### config.mk
export PLATFORM = sky130hd
export DESIGN_NAME = timer
export DESIGN_NICKNAME = d
export VERILOG_FILES = /design/src/rtl/fan_pkg.sv /design/src/rtl/timer_tick_div.sv /design/src/rtl/timer.sv
export SDC_FILE = /design/constraint.sdc
export NUM_CORES = 1
export LEC_CHECK = 0
export BUFFER_PORTS_ARGS = -buffer_cell sky130_fd_sc_hd__buf_2
export CAP_MARGIN = 20
export CELL_PAD_IN_SITES_DETAIL_PLACEMENT = 1
export CELL_PAD_IN_SITES_GLOBAL_PLACEMENT = 1
export CORE_MARGIN = 2
export CORE_UTILIZATION = 51
export CTS_CLUSTER_SIZE = 24
export DETAILED_ROUTE_END_ITERATION = 10
export PLACE_DENSITY = 0.79
export SETUP_SLACK_MARGIN = 0.02
export SLEW_MARGIN = 5
export SYNTH_ARGS = -nofsm -noshare
export SYNTH_HDL_FRONTEND = slang
export SYNTH_SLANG_ARGS = --single-unit
### constraint.sdc
create_clock -name clk -period 5.5 [get_ports clk]
set_input_delay 0.825 -clock clk [delete_from_list [all_inputs] [get_ports clk]]
set_output_delay 0.825 -clock clk [all_outputs]
set_load 0.05 [all_outputs]
### src/rtl/fan_pkg.sv
// fan_pkg
// Shared constants for the fan controller time base.
//   CLK_FREQ_HZ   : system clock frequency in Hz
//   CYCLES_250MS  : clock cycles in one 250 ms interval at CLK_FREQ_HZ
//   cnt_width()   : counter width for a modulo-n counter (never below 1 bit)
package fan_pkg;

  localparam int CLK_FREQ_HZ  = 100_000_000;
  localparam int CYCLES_250MS = CLK_FREQ_HZ / 4;

  // A modulo-n counter holds 0..n-1, which needs $clog2(n) bits. The floor
  // of 1 keeps the declaration legal even for a degenerate n.
  function automatic int cnt_width(input int n);
    int w;
    w = $clog2(n);
    return (w < 1) ? 1 : w;
  endfunction

endpackage

### src/rtl/timer_tick_div.sv
// tick_div
// Modulo-DIV divider that flags every DIV-th enabled cycle.
//   clk   : system clock, rising edge
//   rst_n : asynchronous reset, asserted HIGH despite the name
//   en    : count enable; the counter holds while low
//   tick  : high during the cycle in which an enabled edge will wrap the
//           counter, i.e. once every DIV enabled cycles. It is decoded from
//           the counter state, so users that need a clean flop output
//           register it themselves.
module tick_div
  import fan_pkg::*;
#(
  parameter int DIV = 4
) (
  input  logic clk,
  input  logic rst_n,
  input  logic en,
  output logic tick
);

  localparam int W = cnt_width(DIV);
  localparam logic [W-1:0] LAST = W'(DIV - 1);

  logic [W-1:0] cnt_reg;
  logic [W-1:0] cnt_next;
  logic         wrap;

  assign wrap = en && (cnt_reg == LAST);
  assign tick = wrap;

  always_comb begin
    cnt_next = cnt_reg;
    if (wrap) begin
      cnt_next = '0;
    end else if (en) begin
      cnt_next = cnt_reg + W'(1);
    end
  end

  always_ff @(posedge clk or posedge rst_n) begin
    if (rst_n) begin
      cnt_reg <= '0;
    end else begin
      cnt_reg <= cnt_next;
    end
  end

endmodule

### src/rtl/timer.sv
// timer
// Free-running time base: three aligned one-cycle strobes at 250 ms, 500 ms
// and 1 s, used downstream as clock enables.
//   clk         : system clock, rising edge
//   rst_n       : asynchronous reset, asserted HIGH despite the name
//   timer_250ms : strobe once every TICK_250MS_CYCLES cycles
//   timer_500ms : strobe on every 2nd 250 ms strobe
//   timer_1s    : strobe on every 4th 250 ms strobe
// All three outputs come straight from flops.
module timer #(
  parameter int CLK_FREQ_HZ       = fan_pkg::CLK_FREQ_HZ,
  parameter int TICK_250MS_CYCLES = CLK_FREQ_HZ / 4
) (
  input  logic clk,
  input  logic rst_n,
  output logic timer_250ms,
  output logic timer_500ms,
  output logic timer_1s
);

  logic       base_tick;
  logic [1:0] q_reg;
  logic [1:0] q_next;
  logic       timer_250ms_reg;
  logic       timer_500ms_reg;
  logic       timer_1s_reg;

  // Base count: wraps every TICK_250MS_CYCLES cycles, always enabled.
  tick_div #(
    .DIV (TICK_250MS_CYCLES)
  ) u_base_div (
    .clk   (clk),
    .rst_n (rst_n),
    .en    (1'b1),
    .tick  (base_tick)
  );

  // Quarter count kept inline: its value (not just its wrap) selects the
  // 500 ms and 1 s strobes.
  always_comb begin
    q_next = q_reg;
    if (base_tick) begin
      q_next = q_reg + 2'd1;
    end
  end

  // q still holds the pre-wrap value on the wrap edge: q[0]==1 marks every
  // 2nd base wrap, q==3 every 4th, so all three strobes rise on the same edge.
  always_ff @(posedge clk or posedge rst_n) begin
    if (rst_n) begin
      q_reg           <= 2'd0;
      timer_250ms_reg <= 1'b0;
      timer_500ms_reg <= 1'b0;
      timer_1s_reg    <= 1'b0;
    end else begin
      q_reg           <= q_next;
      timer_250ms_reg <= base_tick;
      timer_500ms_reg <= base_tick && q_reg[0];
      timer_1s_reg    <= base_tick && (q_reg == 2'd3);
    end
  end

  assign timer_250ms = timer_250ms_reg;
  assign timer_500ms = timer_500ms_reg;
  assign timer_1s    = timer_1s_reg;

endmodule

==> flow_summary.html <==
<table>
<tr><th>Metric</th><th>Value</th></tr>
<tr><th colspan="2">Finish</th></tr>
<tr><td>Share of post-route cells with drive strength above 1</td><td>0.1408</td></tr>
<tr><td>Final antenna diode count</td><td>0</td></tr>
<tr><td>Number of nets in the layout</td><td>approximately 150</td></tr>
<tr><td>Number of flip-flops under the largest register name</td><td>25</td></tr>
<tr><td>Register Area</td><td>roughly 750 um2</td></tr>
<tr><td>Area growth syn-to-layout</td><td>10.80%</td></tr>
<tr><td>Non-filler cells in the finished layout</td><td>between 150 and 200</td></tr>
<tr><td>FILL cells</td><td>292</td></tr>
<tr><td>Multi-input logic area</td><td>around 630 um2</td></tr>
<tr><th colspan="2">STA</th></tr>
<tr><td>Shortest clock period the worst path allows after layout</td><td>around 2200 ps</td></tr>
<tr><td>Least setup slack across all paths after layout</td><td>3313 ps</td></tr>
<tr><td>Maximum clock rate</td><td>between 400 and 500 MHz</td></tr>
<tr><td>Tightest hold margin</td><td>between 400 and 500 ps</td></tr>
<tr><td>Final Hold Viols</td><td>0</td></tr>
<tr><td>Unrepaired setup endpoints after global routing</td><td>no</td></tr>
<tr><td>Slew Viols, Final</td><td>0</td></tr>
<tr><td>Worst slew margin relative to its limit</td><td>0.4074</td></tr>
<tr><td>Final worst clock skew</td><td>roughly 7.2 ps</td></tr>
<tr><td>Share of the clock period used by the worst path after layout</td><td>0.3977</td></tr>
<tr><td>Total negative slack</td><td>0 ps</td></tr>
<tr><td>Transition time of the tightest slew-check pin</td><td>882.0 ps</td></tr>
<tr><td>Final count of negative-setup-slack endpoints</td><td>0</td></tr>
<tr><th colspan="2">Critical path</th></tr>
<tr><td>Crit path required time</td><td>~5800 ps</td></tr>
<tr><td>Critical path peak fanout</td><td>8</td></tr>
<tr><td>Sort of element at the end of the critical path</td><td>flip-flop</td></tr>
<tr><td>Setup CP Type</td><td>flip-flop to flip-flop</td></tr>
<tr><td>Reg2Reg Setup Slack</td><td>roughly 3300 ps</td></tr>
<tr><td>Critical path startpoint category</td><td>flip-flop</td></tr>
<tr><td>Endpoint arrival time on the critical path</td><td>~2500 ps</td></tr>
<tr><td>Critical register-to-register path endpoint</td><td>u_base_div.cnt_reg[24]</td></tr>
<tr><td>Worst reg-to-reg path cell count</td><td>5</td></tr>
<tr><td>Critical register-to-register path startpoint</td><td>u_base_div.cnt_reg[0]</td></tr>
<tr><th colspan="2">Synthesis</th></tr>
<tr><td>FFs w/ async S/R, synth</td><td>1.000</td></tr>
<tr><td>Synthesized instance count</td><td>approximately 130</td></tr>
<tr><td>Number of distinct library cells after synthesis</td><td>32</td></tr>
<tr><td>Count of yosys warnings during synthesis</td><td>0</td></tr>
<tr><td>Number of enable flip-flop cells after synthesis</td><td>0</td></tr>
<tr><td>Most area-consuming cells after synthesis</td><td>sky130_fd_sc_hd__dfrtp_1, sky130_fd_sc_hd__xnor2_1, sky130_fd_sc_hd__nand3_1, sky130_fd_sc_hd__nand4_1, sky130_fd_sc_hd__and4_1</td></tr>
<tr><td>Synth top cells by count</td><td>sky130_fd_sc_hd__dfrtp_1, sky130_fd_sc_hd__nand3_1, sky130_fd_sc_hd__xnor2_1</td></tr>
<tr><td>Cell with the most instances after synthesis</td><td>sky130_fd_sc_hd__dfrtp_1</td></tr>
<tr><td>Commonest register cell after synthesis</td><td>sky130_fd_sc_hd__dfrtp_1</td></tr>
<tr><td>Area of the mapped netlist</td><td>1414 um2</td></tr>
<tr><td>Per-instance average area after synthesis</td><td>10.71 um2</td></tr>
<tr><td>Register bit count reported by yosys</td><td>30</td></tr>
<tr><td>Area share of the largest cell type after synthesis</td><td>0.5310</td></tr>
<tr><td>Portion of the post-synthesis area used by sequential elements</td><td>0.5310</td></tr>
<tr><td>Cell accounting for the most synthesized area</td><td>sky130_fd_sc_hd__dfrtp_1</td></tr>
<tr><td>Post-Synthesis Net Count</td><td>~140</td></tr>
<tr><th colspan="2">Pwr</th></tr>
<tr><td>Total power after layout</td><td>around 0.0004 W</td></tr>
<tr><td>PwrDens</td><td>about 260 nW/um2</td></tr>
<tr><td>Leakage power summed over all cells</td><td>roughly 0.70 nW</td></tr>
<tr><td>Peak VDD IR</td><td>approximately 0.31 mV</td></tr>
<tr><th colspan="2">Detailed routing</th></tr>
<tr><td>Number of design rule violations left after detail routing</td><td>0</td></tr>
<tr><td>ANT nets after route</td><td>0</td></tr>
<tr><td>Count of TritonRoute iterations in the first routing pass</td><td>4</td></tr>
<tr><td>Routed vias</td><td>about 1,100</td></tr>
<tr><td>Mean routed wirelength per cell</td><td>around 18 um</td></tr>
<tr><td>Starting DRT DRC Count</td><td>29</td></tr>
<tr><td>Total length of routed wires</td><td>between 3 and 4 mm</td></tr>
<tr><td>Via count normalized by instance count</td><td>approximately 6.1</td></tr>
<tr><th colspan="2">Die</th></tr>
<tr><td>Row cnt</td><td>19</td></tr>
<tr><td>Die boundary height</td><td>roughly 57 um</td></tr>
<tr><td>Initial core utilization</td><td>0.5263</td></tr>
<tr><td>Die area</td><td>roughly 3200 um2</td></tr>
<tr><td>Area of the core</td><td>between 2000 and 3000 um2</td></tr>
<tr><td>IO Pins</td><td>5</td></tr>
<tr><td>DIE WIDTH</td><td>56.65 um</td></tr>
<tr><th colspan="2">Place</th></tr>
<tr><td>Routability Congestion</td><td>between 0.8 and 0.9</td></tr>
<tr><td>Half-perimeter wire length after placement</td><td>2.204 mm</td></tr>
<tr><td>Worst slack at placement</td><td>approximately 3100 ps</td></tr>
<tr><td>Number of placed instances, taps included</td><td>~160</td></tr>
<tr><td>Count of input and output buffers</td><td>4</td></tr>
<tr><th colspan="2">Clock network</th></tr>
<tr><td>Root buffer selected by CTS</td><td>sky130_fd_sc_hd__clkbuf_4</td></tr>
<tr><td>Post-CTS clock slew at the launch and capture registers of the worst setup and hold paths</td><td>~100 ps</td></tr>
<tr><td>Number of buffers created by CTS</td><td>5</td></tr>
<tr><td>Number of setup buffers added after CTS</td><td>0</td></tr>
<tr><td># resized after CTS</td><td>0</td></tr>
<tr><td>Sinks on Clock Net</td><td>30</td></tr>
<tr><td>Number of H-tree levels</td><td>2</td></tr>
<tr><td>Maximum number of buffers from clock root to sink</td><td>2</td></tr>
<tr><td>Clock network latency to the later pin of the worst-skew pair</td><td>roughly 340 ps</td></tr>
<tr><td>Post-cts hold buffer count</td><td>0</td></tr>
<tr><td>CTS tree</td><td>done</td></tr>
<tr><th colspan="2">GRT</th></tr>
<tr><td>Global-route wire length before repair</td><td>5.319 mm</td></tr>
<tr><td>GRT overflow</td><td>0</td></tr>
<tr><td>Number of antenna violations at the first check in global routing</td><td>0</td></tr>
<tr><td>Maximum number of pins on one net before global-route repair</td><td>31</td></tr>
<tr><td>Via count of the first global-routing pass</td><td>about 1,100</td></tr>
<tr><td>Global-route usage over all layers</td><td>0.2251</td></tr>
<tr><th colspan="2">Min path</th></tr>
<tr><td>Worst min path class</td><td>input pin to async pin</td></tr>
<tr><th colspan="2">Flow run</th></tr>
<tr><td>Number of maximum-capacitance violations</td><td>0</td></tr>
<tr><th colspan="2">Status</th></tr>
<tr><td>Run status</td><td>finished, final reports clean</td></tr>
</table>
[worst max-delay path by stage]
stage	startpoint	to	cells after the start
2_1_floorplan	u_base_div.cnt_reg[0]	u_base_div.cnt_reg[24]	6
3_3_place_gp	u_base_div.cnt_reg[5]	q_reg[1]	4
3_5_place_dp	u_base_div.cnt_reg[0]	q_reg[1]	5
4_1_cts	u_base_div.cnt_reg[0]	q_reg[1]	5
5_1_grt	u_base_div.cnt_reg[0]	u_base_div.cnt_reg[24]	5
6_report	u_base_div.cnt_reg[0]	u_base_div.cnt_reg[24]	5
[cell type report]
type | count | area share
inverters | 3 | 0.007189
well taps | 31 | 0.02476
repair buffers | 6 | 0.03514
flip-flops and latches | 30 | 0.4792
clock buffers | 5 | 0.02396
multi-input cells | 95 | 0.4042
clock inverters | 3 | 0.02556
[layout by cell type, fill, tap and decap left out, drive strengths merged, types with 3 or more instances in the layout]
cell type and instances:
inv 3, nor4 3, dfrtp 30, nand3 11, and4 4, o21ai 7, nor2 9, nand4 8
or4 3, nand2 6, a21oi 5, or3 4, buf 6, clkbuf 5, xnor2 11, xor2 4
o31ai 3
[where the power goes]
group	leakage [nW]	total (W)	switching [W]	internal, W
Sequential	0.405	0.000220	0	0.000220
Combinational	0.246	0.00000681	0.00000453	0.00000227
Clock	0.0450	0.000174	0.0000795	0.0000941
Total	0.696	0.000401	0.0000840	0.000317
[metrics by stage]
stage	util	area [um2]
final	0.5831	1567
after global routing	0.5831	1567
after CTS	0.5701	1531
after detailed placement	0.5412	1454
after global placement	0.5412	1454
after floorplan	-	1414
[cell families (layout without fill, tap and decap cells)]
group	count (synthesis)	in the layout	share of synthesized area
flip-flops	30	30	0.5310
XOR/XNOR	15	15	0.09292
AO/OA/AOI/OAI	17	17	0.06726
AND/OR/NAND/NOR	58	58	0.2478
multiplexers	3	3	0.02212
buffers and inverters	7	17	0.02123
adder cells (fa/ha/maj)	2	2	0.01770
[critical path, stage by stage, from the launching register on]
cell,delay (ps)
sky130_fd_sc_hd__dfrtp_1,420
sky130_fd_sc_hd__ha_1,230
sky130_fd_sc_hd__nand3_1,280
sky130_fd_sc_hd__or3_1,510
sky130_fd_sc_hd__or4_1,500
sky130_fd_sc_hd__a21oi_1,170
[metal layers]
layer	vias up	track usage	part of all wire	wire, um
met2	12	0.3621	0.53	1654
met1	545	0.2864	0.43	1344
met5	-	0	0	0
met4	0	0.1122	0.022	69
li1	497	-	-	-
met3	7	0.04839	0.024	75
(Power assumes the default switching activity.)
